===== src/rtl/stat_pkg.sv =====
// ---------------------------------------------------------------------------
// stat_pkg
// Shared definitions for the statistics result path:
//   - default widths of the min/sum/avg fields
//   - stat_entry_t : one captured run {min, sum, avg} (MSB..LSB)
//   - fifo_state_e : FIFO status EMPTY / PARTIAL / FULL
//   - min_of       : helper returning the smaller of two minima
// ---------------------------------------------------------------------------
package stat_pkg;

  localparam int STAT_MIN_W    = 8;
  localparam int STAT_SUM_W    = 13;
  localparam int STAT_LOG2_NUM = 5;
  localparam int STAT_AVG_W    = STAT_SUM_W - STAT_LOG2_NUM;

  // Storage layout of one FIFO entry; the FIFO packs entries in this order.
  typedef struct packed {
    logic [STAT_MIN_W-1:0] min;
    logic [STAT_SUM_W-1:0] sum;
    logic [STAT_AVG_W-1:0] avg;
  } stat_entry_t;

  typedef enum logic [1:0] {
    ST_EMPTY   = 2'd0,
    ST_PARTIAL = 2'd1,
    ST_FULL    = 2'd2
  } fifo_state_e;

  function automatic logic [STAT_MIN_W-1:0] min_of(
    input logic [STAT_MIN_W-1:0] a,
    input logic [STAT_MIN_W-1:0] b
  );
    return (a < b) ? a : b;
  endfunction

endpackage


===== src/rtl/stat_fifo_mem.sv =====
// ---------------------------------------------------------------------------
// stat_fifo_mem
// DEPTH x EW register array with one synchronous write port and one
// asynchronous read port. Contents are not reset (don't care when empty).
// Ports:
//   Clk      in   clock, rising edge
//   wr_en    in   write strobe
//   wr_ptr   in   write address
//   wr_data  in   entry to store
//   rd_ptr   in   read address
//   rd_data  out  entry at rd_ptr (combinational)
// ---------------------------------------------------------------------------
module stat_fifo_mem #(
  parameter int DEPTH = 4,
  parameter int AW    = 2,
  parameter int EW    = 29
) (
  input  logic          Clk,
  input  logic          wr_en,
  input  logic [AW-1:0] wr_ptr,
  input  logic [EW-1:0] wr_data,
  input  logic [AW-1:0] rd_ptr,
  output logic [EW-1:0] rd_data
);

  logic [EW-1:0] mem [DEPTH];

  // Entry storage write port.
  always_ff @(posedge Clk) begin
    if (wr_en) begin
      mem[wr_ptr] <= wr_data;
    end
  end

  assign rd_data = mem[rd_ptr];

endmodule


===== src/rtl/stat_result_fifo.sv =====
// ---------------------------------------------------------------------------
// stat_result_fifo
// Captures {min, sum, avg} of every completed statistics run (rising edge of
// done_in) into a DEPTH-entry FIFO and presents the head via valid/ready.
// A push into a full FIFO with no simultaneous pop is dropped and sets the
// sticky overflow flag, so the producer never stalls.
// Ports:
//   Clk        in   clock, rising edge
//   Rst        in   asynchronous active-low reset
//   done_in    in   run done (level)
//   min_in     in   run minimum, valid while done_in=1
//   sum_in     in   run sum, valid while done_in=1
//   out_valid  out  head entry valid
//   out_ready  in   consumer takes head
//   out_min    out  head minimum (0 while empty)
//   out_sum    out  head sum     (0 while empty)
//   out_avg    out  head average (0 while empty)
//   count      out  entries held
//   overflow   out  sticky dropped-run flag
//   clr_ovf    in   synchronous overflow clear (a same-cycle drop wins)
//   global_min out  running minimum of accepted runs
// Optional feature macro: MIN_TRACK_EN (global_min tracking; when undefined
// global_min is tied to all-ones).
// ---------------------------------------------------------------------------
module stat_result_fifo
  import stat_pkg::*;
#(
  parameter int MIN_W    = STAT_MIN_W,
  parameter int SUM_W    = STAT_SUM_W,
  parameter int LOG2_NUM = STAT_LOG2_NUM,
  parameter int DEPTH    = 4
) (
  input  logic                      Clk,
  input  logic                      Rst,
  input  logic                      done_in,
  input  logic [MIN_W-1:0]          min_in,
  input  logic [SUM_W-1:0]          sum_in,
  output logic                      out_valid,
  input  logic                      out_ready,
  output logic [MIN_W-1:0]          out_min,
  output logic [SUM_W-1:0]          out_sum,
  output logic [SUM_W-LOG2_NUM-1:0] out_avg,
  output logic [$clog2(DEPTH):0]    count,
  output logic                      overflow,
  input  logic                      clr_ovf,
  output logic [MIN_W-1:0]          global_min
);

  localparam int AW    = $clog2(DEPTH);
  localparam int CW    = AW + 1;
  localparam int AVG_W = SUM_W - LOG2_NUM;
  localparam int EW    = MIN_W + SUM_W + AVG_W;

  logic          done_q;
  logic [AW-1:0] wr_ptr_r;
  logic [AW-1:0] rd_ptr_r;
  logic [CW-1:0] count_r;
  logic [CW-1:0] count_nxt;
  logic          overflow_r;
  fifo_state_e   state_r;
  fifo_state_e   state_nxt;

  logic          push;
  logic          pop;
  logic          full;
  logic          wr_accept;
  logic          drop;
  logic [EW-1:0] wr_data;
  logic [EW-1:0] rd_data;

  assign push      = done_in & ~done_q;
  assign out_valid = (state_r != ST_EMPTY);
  assign full      = (state_r == ST_FULL);
  assign pop       = out_valid & out_ready;
  // A pop in the same cycle frees the slot a full FIFO needs for the push.
  assign wr_accept = push & (~full | pop);
  assign drop      = push & full & ~pop;

  // Same layout as stat_entry_t: {min, sum, avg}; avg is a truncating shift.
  assign wr_data = {min_in, sum_in, sum_in[SUM_W-1:LOG2_NUM]};

  stat_fifo_mem #(
    .DEPTH (DEPTH),
    .AW    (AW),
    .EW    (EW)
  ) u_mem (
    .Clk     (Clk),
    .wr_en   (wr_accept),
    .wr_ptr  (wr_ptr_r),
    .wr_data (wr_data),
    .rd_ptr  (rd_ptr_r),
    .rd_data (rd_data)
  );

  assign {out_min, out_sum, out_avg} = out_valid ? rd_data : {EW{1'b0}};
  assign count    = count_r;
  assign overflow = overflow_r;

  // Occupancy counter next value.
  always_comb begin
    count_nxt = count_r;
    case ({wr_accept, pop})
      2'b10:   count_nxt = count_r + CW'(1);
      2'b01:   count_nxt = count_r - CW'(1);
      default: count_nxt = count_r;
    endcase
  end

  // FIFO status next-state logic.
  always_comb begin
    state_nxt = state_r;
    case (state_r)
      ST_EMPTY: begin
        if (wr_accept) begin
          state_nxt = ST_PARTIAL;
        end else begin
          state_nxt = ST_EMPTY;
        end
      end
      ST_PARTIAL: begin
        if (wr_accept && !pop && (count_r == CW'(DEPTH - 1))) begin
          state_nxt = ST_FULL;
        end else if (pop && !wr_accept && (count_r == CW'(1))) begin
          state_nxt = ST_EMPTY;
        end else begin
          state_nxt = ST_PARTIAL;
        end
      end
      ST_FULL: begin
        if (pop && !wr_accept) begin
          state_nxt = ST_PARTIAL;
        end else begin
          state_nxt = ST_FULL;
        end
      end
      default: state_nxt = ST_EMPTY;
    endcase
  end

  // Edge detector, pointers, counter, status and sticky overflow.
  always_ff @(posedge Clk or negedge Rst) begin
    if (!Rst) begin
      done_q     <= 1'b0;
      wr_ptr_r   <= {AW{1'b0}};
      rd_ptr_r   <= {AW{1'b0}};
      count_r    <= {CW{1'b0}};
      state_r    <= ST_EMPTY;
      overflow_r <= 1'b0;
    end else begin
      done_q   <= done_in;
      wr_ptr_r <= wr_accept ? (wr_ptr_r + AW'(1)) : wr_ptr_r;
      rd_ptr_r <= pop ? (rd_ptr_r + AW'(1)) : rd_ptr_r;
      count_r  <= count_nxt;
      state_r  <= state_nxt;
      if (drop) begin
        overflow_r <= 1'b1;
      end else if (clr_ovf) begin
        overflow_r <= 1'b0;
      end else begin
        overflow_r <= overflow_r;
      end
    end
  end

`ifdef MIN_TRACK_EN
  logic [MIN_W-1:0] global_min_r;

  // Running minimum over accepted pushes only.
  always_ff @(posedge Clk or negedge Rst) begin
    if (!Rst) begin
      global_min_r <= {MIN_W{1'b1}};
    end else if (wr_accept && (min_in < global_min_r)) begin
      global_min_r <= min_in;
    end else begin
      global_min_r <= global_min_r;
    end
  end

  assign global_min = global_min_r;
`else
  assign global_min = {MIN_W{1'b1}};
`endif

endmodule


===== config.mk =====
export PLATFORM = sky130hd
export DESIGN_NAME = stat_result_fifo
export DESIGN_NICKNAME = d
export VERILOG_FILES = /design/src/rtl/stat_pkg.sv /design/src/rtl/stat_fifo_mem.sv /design/src/rtl/stat_result_fifo.sv
export SDC_FILE = /design/constraint.sdc
export NUM_CORES = 1
export LEC_CHECK = 0
export BUFFER_PORTS_ARGS = -buffer_cell sky130_fd_sc_hd__buf_2
export CORE_ASPECT_RATIO = 1.2
export CORE_MARGIN = 5
export CORE_UTILIZATION = 50
export DETAILED_ROUTE_END_ITERATION = 7
export PLACE_DENSITY_LB_ADDON = 0.05
export RECOVER_POWER = 100
export SYNTH_ARGS = -nofsm -noshare
export SYNTH_HDL_FRONTEND = slang
export SYNTH_SLANG_ARGS = --single-unit

===== constraint.sdc =====
create_clock -name Clk -period 2.5 [get_ports Clk]
set_input_delay 0.75 -clock Clk [delete_from_list [all_inputs] [get_ports Clk]]
set_output_delay 0.75 -clock Clk [all_outputs]
set_load 0.01 [all_outputs]

==> results_dict.tcl, run 1 <==
set metrics [dict create \
    synth-async-reset-ratio_pct 11.6 \
    synth_edf_count 84 \
    yosysWarnings 0 \
    maxCapViolations 0 \
    relSlewSlack_pct 56.9 \
    cp_max_fo 7 \
    wl_um 6990 \
    pre_cts_ws_ns 0.287 \
    grt_pass1_vias 2102 \
    cp.arrival_ns 1.78 \
    grt.overflow.total 0 \
    power.share.sequential_pct 42.6 \
    p_clk_share_pct 18.5 \
    rows 35 \
    synthFlopType "edfxtp_1" \
    failed_checks "setup timing" \
    cp_slowest_cell "mux4_2" \
    yosysSeqAreaShare_pct 70.4 \
    synth.distinct_cells 33 \
    start_util_pct 51.6 \
    max_stage_delay_ns 0.52 \
    synthCells 213 \
    areaGrowthSynthToFinish_pct 16.0 \
    tightestPinTransition_ns 0.643 \
    grt_max_degree 24 \
    clk_latency_ns 0.35 \
    p_int_w 0.00338 \
    finalClockSkew_ns 0.00989 \
    synth_top_area_share_pct 63.5 \
    cp.depth 4 \
    setup_violations 20 \
    ys_seq_elements 95 \
    antenna_cells 0 \
    die_area_sq_mm 0.00984 \
    syn_avg_cell_area_sq_um 18.7 \
    drt_iter0_drc 113 \
    root_buffer "clkbuf_8" \
    maxSlewViolCount 0 \
    crit_required_ns 1.75 \
    hp-class "in2async" \
    syn_area_sq_mm 0.00398 \
    netSwitchingPower_w 0.00148 \
    viasPerCell 5.24 \
    cts_buffers 9 \
    cp-startpoint "rd_ptr_r[0]$_DFFE_PN0N_" \
    htree_num_levels 3 \
    vias 1979 \
    track_usage_pct 15.3 \
    period_minus_slack_ns 2.53 \
    status "finished with violations" \
    whs_ns 0.386 \
    fmax_mhz 396 \
    crit_type "reg2out" \
    leakage_nw 1.64 \
    drc 0 \
    core_area_sq_mm 0.00771 \
    cellPowerDensity_mw_per_mm2 1050 \
    setup_slack_ns -0.0250 \
    pwr-share-comb_pct 38.9 \
    antenna_found_initial 0 \
    drive_above_1_share_pct 31.8 \
    cp-end-kind "primary output" \
    hold_viol_final 0 \
    die_h_um 108 \
    clk_path_buf_depth 2 \
    holdBufCountCts 0 \
    pin_count 68 \
    post-route-period-util_pct 101 \
    cts_tree "yes" \
    cpLargestDelayFamily "multiplexers" \
    n_fill_cell 612 \
    ir_worst_vdd_uv 598 \
    routabilityCongestion 0.710 \
    dr.pass1.iters 4 \
    worstRegToRegCells 5 \
    path_clk_slew_ns 0.09 \
    ant_nets 0 \
    port_buffers 59 \
    crit_chain "buf_12 -> mux4_2 -> and2_4 -> buf_2" \
    cts.sinks 95 \
    path_buf_inv 2 \
    die_w_um 91.4 \
    netSwitchingFraction_pct 30.4 \
    rsz0062_at_grt "yes" \
    wl_per_cell_um 18.5 \
    r2r_end "u_mem.mem[2][21]$_DFFE_PP_" \
    grt_pass1_wl_um 11300 \
    r2r_slack_ns 0.28 \
    post-dp-hpwl_um 4460 \
    critPathLaunchType "register" \
    synth_area_leaders "edfxtp_1, mux4_2, dfrtp_1" \
    finalNetCount 315 \
    endpoint "out_avg[2]" \
    timing.rr.start "state_r[0]$_DFF_PN0_" \
    yosys.area.top_type "edfxtp_1" \
]
## stage by stage
stage               std cells  util, %  TNS (ns)  cell area, sq um  power, W
finish                    378     59.8    -0.197              4610   0.00486
global route              378     59.8     -2.88              4610   0.00517
CTS                       377     60.5     -1.02              4660   0.00489
detailed placement        360     56.5         0              4350   0.00368
global placement          360     56.5         0              4350   0.00366
floorplan                 220        -         0              4000   0.00325
## final cells by class
cell class,instances,area (sq um),area share [%]
flip-flops and latches,95,2800,60.7
repair buffers,74,502,10.9
multi-input cells,95,998,21.7
well taps,92,115,2.50
inverters,6,22.5,0.489
clock inverters,6,45.0,0.977
clock buffers,10,128,2.77
## flip-flops by register name, summed over array words and instances (netlist names)
register	count
u_mem.mem	84
count	3
rd_ptr_r	2
state_r	2
wr_ptr_r	2
done_q	1
overflow	1
## power groups by stage
stage          sequential, W  combinational [W]  clock (W)
2_1_floorplan        0.00206            0.00119          0
3_3_place_gp         0.00209            0.00158          0
3_5_place_dp         0.00209            0.00159          0
4_1_cts              0.00206            0.00190   0.000931
5_1_grt              0.00209            0.00206    0.00102
6_report             0.00207            0.00189   0.000898
## metal layers
| metal | part of all wire (%) | vias to the layer above | global-route usage (%) |
|---|---|---|---|
| met5 | 0 | - | 0 |
| met4 | 0.69 | 0 | 4.72 |
| met2 | 52 | 38 | 24.6 |
| li1 | - | 927 | - |
| met3 | 4.0 | 4 | 4.62 |
| met1 | 43 | 1010 | 19.9 |
## how the worst min path moves through the flow
stage / startpoint / to / slack, ns / depth (start not counted)
after global routing: Rst / done_q$_DFF_PN0_ / 0.42 / 1
final: Rst / count[2]$_DFFE_PN0P_ / 0.39 / 1
after floorplan: Rst / count[0]$_DFFE_PN0P_ / 0.45 / 0
after detailed placement: overflow$_DFFE_PN0P_ / overflow$_DFFE_PN0P_ / 0.52 / 2
after CTS: Rst / done_q$_DFF_PN0_ / 0.25 / 1
after global placement: overflow$_DFFE_PN0P_ / overflow$_DFFE_PN0P_ / 0.49 / 2
## timing repair
| item | in CTS | in global routing |
|---|---|---|
| gates cloned | 0 | 1 |
| resized for setup | 32 | 3 |
| setup buffers | 1 | 0 |
| endpoints found under the setup margin | 29 | 29 |
## placed cells by master, fill, tap and decap left out, types with 3 or more instances in the layout
master / n
and2_0: 4
and2_1: 9
and2_4: 12
buf_2: 15
buf_6: 17
clkbuf_1: 33
clkbuf_2: 4
clkbuf_8: 9
conb_1: 8
dfrtp_1: 10
edfxtp_1: 84
ha_1: 8
inv_1: 6
mux4_2: 21
nor2_1: 7
o21ai_0: 3
xnor2_1: 4
## worst register-to-register path: stages, from the launching register on
cell and delay [ns]:
dfrtp_1 0.46, nand2b_1 0.20, nor2_1 0.05, nor2_1 0.33, and2_0 0.40, clkbuf_2 0.43
## Yosys cell counts, types with 3 or more instances
cell type  number
edfxtp_1       84
and2_1         25
mux4_2         18
buf_4          16
dfrtp_1        11
ha_1            8
inv_1           6
nor2_1          6
xnor2_1         4
mux4_1          3
o21ai_0         3
## kinds of logic (layout without fill, tap and decap cells)
logic type               Yosys count  count (layout)  synth area share, %
adder cells (fa/ha/maj)            8               8                 2.52
buffers and inverters             30              96                 5.45
AO/OA/AOI/OAI                     13              13                 2.33
XOR/XNOR                           4               4                0.881
AND/OR/NAND/NOR                   40              40                 5.89
other                              1               8               0.0943
multiplexers                      22              22                 12.5
flip-flops                        95              95                 70.4
Note: power is estimated with default switching activity, not from simulation.
==> run 2, diff against run 1 <==
--- a/config.mk
+++ b/config.mk
@@ -9,6 +9,7 @@
 export CORE_ASPECT_RATIO = 1.2
 export CORE_MARGIN = 5
 export CORE_UTILIZATION = 50
+export CTS_BUF_LIST = sky130_fd_sc_hd__clkbuf_16
 export DETAILED_ROUTE_END_ITERATION = 7
 export PLACE_DENSITY_LB_ADDON = 0.05
 export RECOVER_POWER = 100
==> results_dict.tcl, run 2 (synthesized netlist as in run 1, its figures left out) <==
set metrics [dict create \
    status "finished with violations" \
    failed_checks "setup timing" \
    timing.rr.start "state_r[0]$_DFF_PN0_" \
    worstRegToRegCells 5 \
    die_area_sq_mm 0.00984 \
    ant_nets 0 \
    grt_pass1_vias 2065 \
    endpoint "out_avg[7]" \
    path_buf_inv 2 \
    pin_count 68 \
    setup_violations 6 \
    die_w_um 91.4 \
    cellPowerDensity_mw_per_mm2 1120 \
    setup_slack_ns -0.0184 \
    grt_busiest_layer "met2" \
    met2_usage_pct 24.8 \
    period_minus_slack_ns 2.52 \
    holdBufCountCts 0 \
    dpl-instance-area_sq_mm 0.00435 \
    areaGrowthSynthToFinish_pct 20.2 \
    leakage_nw 1.72 \
    wl_per_cell_um 18.5 \
    ir_worst_vdd_uv 574 \
    start_util_pct 51.6 \
    drive_above_1_share_pct 33.6 \
    root_buffer "clkbuf_16" \
    largest_reg_flops 84 \
    fin_util_pct 62.0 \
    cp_max_fo 6 \
    drt_iter0_drc 65 \
    grt_max_degree 24 \
    vias 1976 \
    r2r_end "u_mem.mem[2][22]$_DFFE_PP_" \
    mostFrequentLayoutCell "edfxtp_1" \
    cpLargestDelayFamily "multiplexers" \
    finalClockSkew_ns 0.00667 \
    final-instance-count-excl-fill 378 \
    maxCapViolations 0 \
    routabilityCongestion 0.710 \
    grt_pass1_wl_um 11400 \
    finalNetCount 315 \
    n_fill_cell 593 \
    dr.pass1.iters 4 \
    placed_cells 360 \
    cts_tree "yes" \
    wl_um 7000 \
    max_stage_delay_ns 0.49 \
    antenna_found_initial 0 \
    path_clk_slew_ns 0.06 \
    hp-class "in2async" \
    fmax_mhz 397 \
    use_met3_pct 3.99 \
    die_h_um 108 \
    design_area_sq_mm 0.00478 \
    rows 35 \
    antenna_cells 0 \
    cp.depth 4 \
    r2r_slack_ns 0.30 \
    track_usage_pct 15.4 \
    post-dp-hpwl_um 4460 \
    rsz0062_at_grt "yes" \
    whs_ns 0.404 \
    use_met1_pct 20.0 \
    core_area_sq_mm 0.00771 \
    maxSlewViolCount 0 \
    drc 0 \
    relSlewSlack_pct 56.8 \
    cts.sinks 95 \
    crit_required_ns 1.75 \
    crit_type "reg2out" \
    viasPerCell 5.23 \
    grt.overflow.total 0 \
    cp-startpoint "rd_ptr_r[0]$_DFFE_PN0N_" \
    tightestPinTransition_ns 0.644 \
    clk_latency_ns 0.34 \
    cp_slowest_cell "mux4_2" \
    htree_num_levels 3 \
    cts_buffers 9 \
    post-route-period-util_pct 101 \
    mostFrequentLayoutCells "edfxtp_1, clkbuf_1, buf_6, mux4_2, and2_4" \
    crit_chain "clkbuf_16 -> mux4_2 -> and2_4 -> buf_6" \
    port_buffers 59 \
    cp.arrival_ns 1.77 \
    clk_path_buf_depth 2 \
    critPathLaunchType "register" \
    regMostFlops "u_mem.mem" \
    hold_viol_final 0 \
    cp-end-kind "primary output" \
]
-- run 2: cell types whose count changed in the layout (fill, tap and decap cells not counted), moves of 6 or more --
cell / previous run / this run
buf_2: 15 / 6
clkbuf_16: 1 / 10
clkbuf_8: 9 / 0
buf_6: 17 / 25
and2_1: 9 / 3
and2_4: 12 / 18
-- run 2: per-stage QoR --
stage	total power, W	setup TNS [ns]	worst slack, ns
after detailed placement	0.00368	0	0.287
final	0.00536	-0.0836	-0.0184
after global routing	0.00566	-1.33	-0.0783
after global placement	0.00366	0	0.305
after floorplan	0.00325	0	0.337
after CTS	0.00522	-0.736	-0.0545
-- run 2: final cells by class --
| type | count | area, sq um | area share [%] |
|---|---|---|---|
| clock buffers | 9 | 225 | 4.71 |
| well taps | 92 | 115 | 2.41 |
| clock inverters | 7 | 48.8 | 1.02 |
| inverters | 6 | 22.5 | 0.471 |
| flip-flops and latches | 95 | 2800 | 58.6 |
| repair buffers | 74 | 556 | 11.6 |
| multi-input cells | 95 | 1010 | 21.2 |
-- run 2: worst register-to-register path, cell delays in order, from the launching register on --
cell      delay (ns)
dfrtp_1         0.45
nand2b_1        0.20
nor2_1          0.05
nor2_1          0.34
and2_0          0.39
clkbuf_2        0.42
-- run 2: report_power, final --
| part | switching, W | total, W | internal [W] |
|---|---|---|---|
| clock network | 0.000582 | 0.00126 | 0.000676 |
| logic | 0.000833 | 0.00203 | 0.00120 |
| registers | 0.000127 | 0.00207 | 0.00195 |
| total | 0.00154 | 0.00536 | 0.00382 |
-- run 2: worst min path at each step --
stage / start / to / depth (start not counted)
CTS: Rst / done_q$_DFF_PN0_ / 1
floorplan: Rst / count[0]$_DFFE_PN0P_ / 0
detailed placement: overflow$_DFFE_PN0P_ / overflow$_DFFE_PN0P_ / 2
finish: Rst / count[2]$_DFFE_PN0P_ / 1
global route: Rst / done_q$_DFF_PN0_ / 1
global placement: overflow$_DFFE_PN0P_ / overflow$_DFFE_PN0P_ / 2
-- run 2: routing by layer --
layer	vias up	share of wire, %
li1	926	-
met3	9	4.4
met5	-	0
met1	996	42
met4	0	1.5
met2	45	52
-- run 2: what timing repair did --
action | CTS | global route
buffers inserted | 0 | 1
resized for setup | 27 | 25
gates cloned | 1 | 0
endpoints found under the setup margin | 19 | 29
